[config.mk]
export PLATFORM = sky130hd
export DESIGN_NAME = spi_packet_master
export DESIGN_NICKNAME = d
export VERILOG_FILES = /design/src/rtl/spi_packet_master.sv
export SDC_FILE = /design/constraint.sdc
export NUM_CORES = 1
export LEC_CHECK = 0
export BUFFER_PORTS_ARGS = -buffer_cell sky130_fd_sc_hd__buf_2
export CORE_MARGIN = 4
export CORE_UTILIZATION = 50
export DETAILED_ROUTE_END_ITERATION = 8
export HOLD_SLACK_MARGIN = 0.08
export PLACE_DENSITY = 0.71
export SETUP_SLACK_MARGIN = 0.2
export SYNTH_ARGS = -nofsm -noshare
export SYNTH_HDL_FRONTEND = slang
export SYNTH_SLANG_ARGS = --single-unit
[constraint.sdc]
create_clock -name clk -period 5.1 [get_ports clk]
set_input_delay 0.255 -clock clk [delete_from_list [all_inputs] [get_ports clk]]
set_output_delay 0.255 -clock clk [all_outputs]
set_load 0.01 [all_outputs]
[src/rtl/spi_packet_master.sv]
// spi_packet_master: CPOL=0/CPHA=0 SPI master that sends one sample packet and captures the result packet from MISO.
module spi_packet_master #(
  parameter int SAMPLES_NUM = 8,
  parameter int CLK_DIV = 4,
  parameter int SS_SETUP = 2,
  parameter int SS_GAP = 4
) (
  input  logic                      clk,
  input  logic                      nResetIn,
  input  logic                      startIn,
  input  logic                      abortIn,
  input  logic [16*SAMPLES_NUM-1:0] samplesIn,
  output logic [32*SAMPLES_NUM-1:0] resultsOut,
  output logic                      doneOut,
  output logic                      busyOut,
  output logic                      ssOut,
  output logic                      sckOut,
  output logic                      mosiOut,
  input  logic                      misoIn
);
  localparam int TOTAL_BITS = SAMPLES_NUM * 32;
  localparam int BW = $clog2(TOTAL_BITS);
  localparam logic [2:0] IDLE = 3'd0, SETUP = 3'd1, LOW = 3'd2, HIGH = 3'd3, HOLD = 3'd4, GAP = 3'd5;
  logic [2:0] state;
  logic [15:0] cnt, limit;
  logic [BW-1:0] bitCount;
  logic [TOTAL_BITS-2:0] txReg;
  logic [TOTAL_BITS-1:0] rxReg;
  logic tick, active;
  always_comb begin
    limit = state == SETUP ? 16'(SS_SETUP - 1) : state == GAP ? 16'(SS_GAP - 1) : 16'(CLK_DIV - 1);
    tick = cnt == limit;
    active = state == SETUP || state == LOW || state == HIGH || state == HOLD;
  end
  // txReg holds only the bits still to be sent; the current bit already sits in mosiOut
  always_ff @(posedge clk or negedge nResetIn) begin
    if (!nResetIn) begin
      state <= IDLE;
      cnt <= '0;
      bitCount <= '0;
      txReg <= '0;
      rxReg <= '0;
      resultsOut <= '0;
      doneOut <= 1'b0;
      busyOut <= 1'b0;
      ssOut <= 1'b1;
      sckOut <= 1'b0;
      mosiOut <= 1'b0;
    end else begin
      doneOut <= 1'b0;
      cnt <= (state == IDLE || tick) ? '0 : cnt + 16'd1;
      if (abortIn && active) begin
        ssOut <= 1'b1;
        sckOut <= 1'b0;
        mosiOut <= 1'b0;
        cnt <= '0;
        state <= GAP;
      end else begin
        case (state)
          IDLE: if (startIn && !abortIn) begin
            txReg <= {samplesIn[16*SAMPLES_NUM-2:0], {16*SAMPLES_NUM{1'b0}}};
            mosiOut <= samplesIn[16*SAMPLES_NUM-1];
            ssOut <= 1'b0;
            busyOut <= 1'b1;
            bitCount <= '0;
            state <= SETUP;
          end
          SETUP: if (tick) state <= LOW;
          LOW: if (tick) begin
            sckOut <= 1'b1;
            state <= HIGH;
          end
          HIGH: if (tick) begin
            sckOut <= 1'b0;
            rxReg <= {rxReg[TOTAL_BITS-2:0], misoIn};
            if (bitCount < BW'(TOTAL_BITS - 1)) begin
              bitCount <= bitCount + BW'(1);
              txReg <= {txReg[TOTAL_BITS-3:0], 1'b0};
              mosiOut <= txReg[TOTAL_BITS-2];
              state <= LOW;
            end else begin
              mosiOut <= 1'b0;
              state <= HOLD;
            end
          end
          HOLD: if (tick) begin
            ssOut <= 1'b1;
            resultsOut <= rxReg;
            doneOut <= 1'b1;
            state <= GAP;
          end
          GAP: if (tick) begin
            busyOut <= 1'b0;
            state <= IDLE;
          end
          default: state <= IDLE;
        endcase
      end
    end
  end
endmodule

==> results_dict.tcl, run 1 <==
set metrics [dict create \
    drc_errors 0 \
    globalRouteOverflowTotal 0 \
    ys_seq_elements 671 \
    stdcell_count 3102 \
    drv_cap 0 \
    setup.worst_path.start_class "register" \
    antenna_found_initial 2 \
    synth_warnings 0 \
    final_max_slew_viol_count 0 \
    io_buffers 393 \
    ys_seq_area_share_pct 62.7 \
    max_stage_delay_ns 0.85 \
    fin_crit_sh_pct 78.9 \
    vdd_ir_drop_max_mv 0.241 \
    ys.flop_type "dfrtp_1" \
    p_comb_share_pct 10.2 \
    routed_via_density 5.45 \
    pre_cts_ws_ns 1.08 \
    clkSlewWorstSetupHoldPaths_ns 0.06 \
    die_area_um2 57300 \
    synthTopCellsByCount "dfrtp_1 (670), mux2_2 (305), mux2_1 (207), o21ai_0 (195), mux2i_1 (113)" \
    worst_path_max_delay_cell "nand2_2" \
    holdWs_ns 0.206 \
    grt_pass1_vias 18000 \
    cts_tree "yes" \
    rsz0062_at_grt "no" \
    tns_ns 0 \
    synth_area_leader_cell "dfrtp_1" \
    routed_wl_um 60400 \
    synth_cell_types 58 \
    skew_ns 0.0146 \
    p_sw_share_pct 24.8 \
    p_sw_mw 3.17 \
    netlist_instances 1861 \
    min_path_type "input port to register" \
    cts-resized-gates 0 \
    period_needed_ns 4.02 \
    start_util_pct 50.7 \
    num_vias 16900 \
    hold_violations 0 \
    setup_viol 0 \
    detail_route.iter0.violations 994 \
    cp_max_fo 75 \
    layout_setup_ws_ns 1.08 \
    rrSetupSlack_ns 1.08 \
    netlist_area_um2 26800 \
    yosys-top-cells-area "dfrtp_1 (63%), mux2_2 (13%), mux2_1 (8.7%)" \
    synth_most_common_cell "dfrtp_1" \
    syn2layout_area_growth_pct 23.2 \
    ant_nets 0 \
    cts_root_buffer "clkbuf_16" \
    cts.sinks 671 \
    drt_first_pass_iters 5 \
    crit_path_frequent_cell "or4_4" \
    row_count 84 \
    dpl.cell_count 2842 \
    arrival_ns 4.52 \
    cts_made_buffers 72 \
    finalWeightedCongestion 0.798 \
    die_y_um 239 \
    cts.path.max_buffers 3 \
    crit_chain "or4_4 > or4_4 > o31ai_4 > nand2_2 > buf_4 > o21ai_0" \
    critPathKind "register to register" \
    outcome "finished clean" \
    insertion_delay_ns 0.60 \
    dp_hpwl_um 37000 \
    pwr_density_cell_nw_per_um2 387 \
    core_area_um2 52800 \
    synth_top_area_share_pct 62.6 \
    grt_pass1_wl_um 97200 \
    postSynthAreaPerCell_um2 14.4 \
    fin_nets 2494 \
    worst_pin_slew_ns 1.22 \
    slew_headroom_pct 18.3 \
    p_leak_nw 17.8 \
    max_freq_ghz 0.249 \
    required_ns 5.59 \
    intPower_mw 9.60 \
    async_flop_share_pct 100 \
    die_w_um 239 \
    drive_gt1_share_pct 34.9 \
    synth_nets 1996 \
    ios 394 \
    avgRoutedWirePerCell_um 19.5 \
    seqPwrFrac_pct 48.6 \
    h-tree-depth 3 \
    grt_max_degree 146 \
    gr-usage-all-layers_pct 21.0 \
    p_clk_share_pct 41.2 \
    critPathCaptureType "register" \
    synth_edf_count 0 \
]
[sequential cells by signal (all words and copies together), names as in the netlist]
| register | count |
|---|---|
| sckOut | 1 |
| bitCount | 8 |
| rxReg | 256 |
| doneOut | 1 |
| ssOut | 1 |
| busyOut | 1 |
| cnt | 16 |
| resultsOut | 256 |
| state | 3 |
| mosiOut | 1 |
| txReg | 127 |
[path summary, 6_finish.rpt]
check,endpoint,cells past startpoint,start
setup / recovery,txReg[131],6,cnt[5]
setup reg to reg,txReg[131],6,cnt[5]
min in group asynchronous,txReg[185],2,nResetIn
hold reg to reg,resultsOut[165],1,resultsOut[165]
hold / removal,state[0],5,startIn
max in group asynchronous,resultsOut[163],3,nResetIn
[kinds of logic (layout without fill, tap and decap cells)]
kind of cell | Yosys count | in the layout | synth area share [%]
other | 0 | 2 | 0
xor gates and xnor gates | 16 | 16 | 0.524
and+or+nand+nor | 123 | 123 | 2.31
buffers and inverters | 127 | 678 | 2.56
muxes | 625 | 625 | 25.8
DFF | 671 | 671 | 62.7
AOI/OAI and AO/OA | 297 | 297 | 6.00
adders and majority gates | 2 | 2 | 0.0935
[cell type report]
type	instances	area (um2)
Tap cell	688	861
Inverter	6	22.5
Clock inverter	16	256
Multi-Input combinational cell	1063	9320
Sequential cell	671	16800
Clock buffer	111	2160
Antenna cell	2	5.00
Fill cell	3939	19800
Timing Repair Buffer	545	3560
[cell usage in the layout, fill, tap and decap left out, drive strengths merged, types with 4 or more instances in the layout]
master	Yosys	layout
nand2	38	38
mux2	512	512
clkbuf	57	111
nand3	9	9
inv	6	10
buf	64	414
a31oi	18	18
dlygate4sd3	0	131
mux2i	113	113
nor3	8	8
a21oi	21	21
nor2	36	36
xor2	4	4
o21ai	235	235
or4	5	5
dfrtp	670	670
nor3b	4	4
nand4	5	5
xnor2	12	12
clkinv	0	6
bufinv	0	5
[layer usage]
layer	GRT usage, %	vias to the layer above	share of wire (%)
met4	8.76	0	3.7
met3	5.64	144	6.7
met2	34.5	457	49
li1	-	7671	-
met5	0	-	0
met1	26.5	8629	41
[metrics by stage]
step	power, mW	cell area, um2	util (%)
2_1_floorplan	7.03	26800	-
3_3_place_gp	7.39	29200	55.4
3_5_place_dp	7.47	29200	55.4
4_1_cts	12.9	33000	62.5
5_1_grt	13.4	33000	62.5
6_report	12.8	33000	62.5
[power groups by stage]
| stage | sequential, mW | combinational (mW) | clock [mW] |
|---|---|---|---|
| 4_1_cts | 6.18 | 1.29 | 5.40 |
| 3_5_place_dp | 6.27 | 1.20 | 0 |
| 2_1_floorplan | 6.15 | 0.877 | 0 |
| 6_report | 6.21 | 1.30 | 5.26 |
| 3_3_place_gp | 6.25 | 1.14 | 0 |
| 5_1_grt | 6.27 | 1.48 | 5.64 |
[what timing repair did]
| item | CTS | global route |
|---|---|---|
| buffers inserted | 0 | 0 |
| hold buffers | 131 | 0 |
| hold endpoints to repair | 232 | 0 |
[critical path: cells and delay by family, from the launching register on]
kind	cells	cell delay, ns
buffers and inverters	1	0.59
AOI/OAI and AO/OA	2	0.86
DFF	1	0.42
and+or+nand+nor	3	2.03
No activity file was read; power rests on OpenSTA's default activity.
==> run 2, diff against run 1 <==
==> constraint.sdc (replaced) <==
create_clock -name clk -period 4.19 [get_ports clk]
set_input_delay 0.2095 -clock clk [delete_from_list [all_inputs] [get_ports clk]]
set_output_delay 0.2095 -clock clk [all_outputs]
set_load 0.01 [all_outputs]
==> results_dict.tcl, run 2 (synthesized netlist as in run 1, its figures left out) <==
set metrics [dict create \
    outcome "finished clean" \
    die_w_um 239 \
    rsz0062_at_grt "no" \
    cp_max_fo 38 \
    detail_route.iter0.violations 1148 \
    min_from "startIn" \
    clkSlewWorstSetupHoldPaths_ns 0.06 \
    dp_hpwl_um 36800 \
    vdd_ir_drop_max_mv 0.336 \
    skew_ns 0.0180 \
    r2r-end "txReg[241]" \
    insertion_delay_ns 0.60 \
    grt_pass1_vias 18000 \
    hold_depth 5 \
    pre_cts_ws_ns 1.16 \
    post-route-util_pct 62.7 \
    cts_tree "yes" \
    gr-usage-all-layers_pct 21.0 \
    drc_errors 0 \
    cts.sinks 671 \
    drive_gt1_share_pct 35.4 \
    p_leak_nw 17.9 \
    ant_nets 0 \
    cts_made_buffers 71 \
    hold_buffers 131 \
    routed_wl_um 60200 \
    cts-resized-gates 0 \
    final_common_cell "dfrtp_1" \
    drv_cap 0 \
    die_y_um 239 \
    critPathKind "register to register" \
    required_ns 4.68 \
    drt_first_pass_iters 5 \
    fillers 3895 \
    final_max_slew_viol_count 0 \
    finalWeightedCongestion 0.836 \
    h-tree-depth 3 \
    post_cts_buffers 0 \
    holdWs_ns 0.165 \
    mostFrequentLayoutCells "dfrtp_1 (670), buf_2 (392), mux2_2 (305), mux2_1 (207), o21ai_0 (195)" \
    io_buffers 393 \
    reg_top3 "resultsOut (256), rxReg (256), txReg (127)" \
    fin_area_um2 33100 \
    ff2ff_path_depth 7 \
    tns_ns 0 \
    hold_violations 0 \
    num_vias 16900 \
    slew_headroom_pct 29.1 \
    row_count 84 \
    syn2layout_area_growth_pct 23.7 \
    holdPathEnd "state[0]" \
    start_util_pct 50.7 \
    core_area_um2 52800 \
    multi_input_area_um2 9320 \
    rrSetupSlack_ns 1.12 \
    fin_total_pwr_mw 15.6 \
    pwr_density_cell_nw_per_um2 470 \
    stdcell_count 3111 \
    period_needed_ns 3.07 \
    ios 394 \
    arrival_ns 3.56 \
    timing.rr.start "cnt[5]" \
    antenna_found_initial 3 \
    dpl.cell_count 2851 \
    setup_viol 0 \
    grt_max_degree 131 \
    cts.path.max_buffers 3 \
    layout_setup_ws_ns 1.12 \
    min_path_type "input port to register" \
    routed_via_density 5.43 \
    max_freq_ghz 0.326 \
    seq_area_um2 16800 \
    die_area_um2 57300 \
    fin_crit_sh_pct 73.3 \
    worst_pin_slew_ns 1.06 \
    placed_area_um2 29400 \
    critPathCaptureType "register" \
    avgRoutedWirePerCell_um 19.4 \
    setup.worst_path.start_class "register" \
    fin_nets 2502 \
    globalRouteOverflowTotal 0 \
    cts_root_buffer "clkbuf_16" \
    grt_pass1_wl_um 97400 \
]
run 2: cell type report:
| type | count | area share, % |
|---|---|---|
| flip-flops and latches | 671 | 50.7 |
| repair buffers | 554 | 11.1 |
| well taps | 688 | 2.60 |
| clock inverters | 26 | 1.12 |
| multi-input cells | 1063 | 28.1 |
| diodes | 3 | 0.0227 |
| inverters | 6 | 0.0680 |
| clock buffers | 100 | 6.18 |
run 2: worst max path at each step:
stage	to	from	cells after the start	slack [ns]
2_1_floorplan	rxReg[148]	cnt[5]	7	1.63
3_3_place_gp	txReg[131]	cnt[5]	7	1.17
3_5_place_dp	txReg[254]	cnt[5]	7	1.16
4_1_cts	txReg[254]	cnt[5]	7	1.13
5_1_grt	txReg[254]	cnt[5]	7	0.95
6_report	txReg[241]	cnt[5]	7	1.12
run 2: worst max-delay path, cell delays in order, from the launching register on:
cell     delay, ns
dfrtp_1       0.41
or4_4         0.58
or4_4         0.59
o31ai_4       0.23
buf_4         0.24
nand2_2       0.29
buf_4         0.37
o21ai_1       0.24
run 2: where the power goes:
group          internal, mW  switching [mW]  total [mW]  leakage (nW)
clock network          3.86            2.56        6.43          1.19
registers              7.14           0.406        7.55          9.20
logic                 0.682           0.916        1.60          7.53
total                  11.7            3.89        15.6          17.9
run 2: layer usage:
layer  part of all wire [%]  GRT usage (%)  vias to the layer above
met4                    3.1           6.82                        0
li1                       -              -                     7706
met2                     49           35.0                      424
met1                     41           26.7                     8644
met3                    6.5           6.01                      129
met5                      0              0                        -
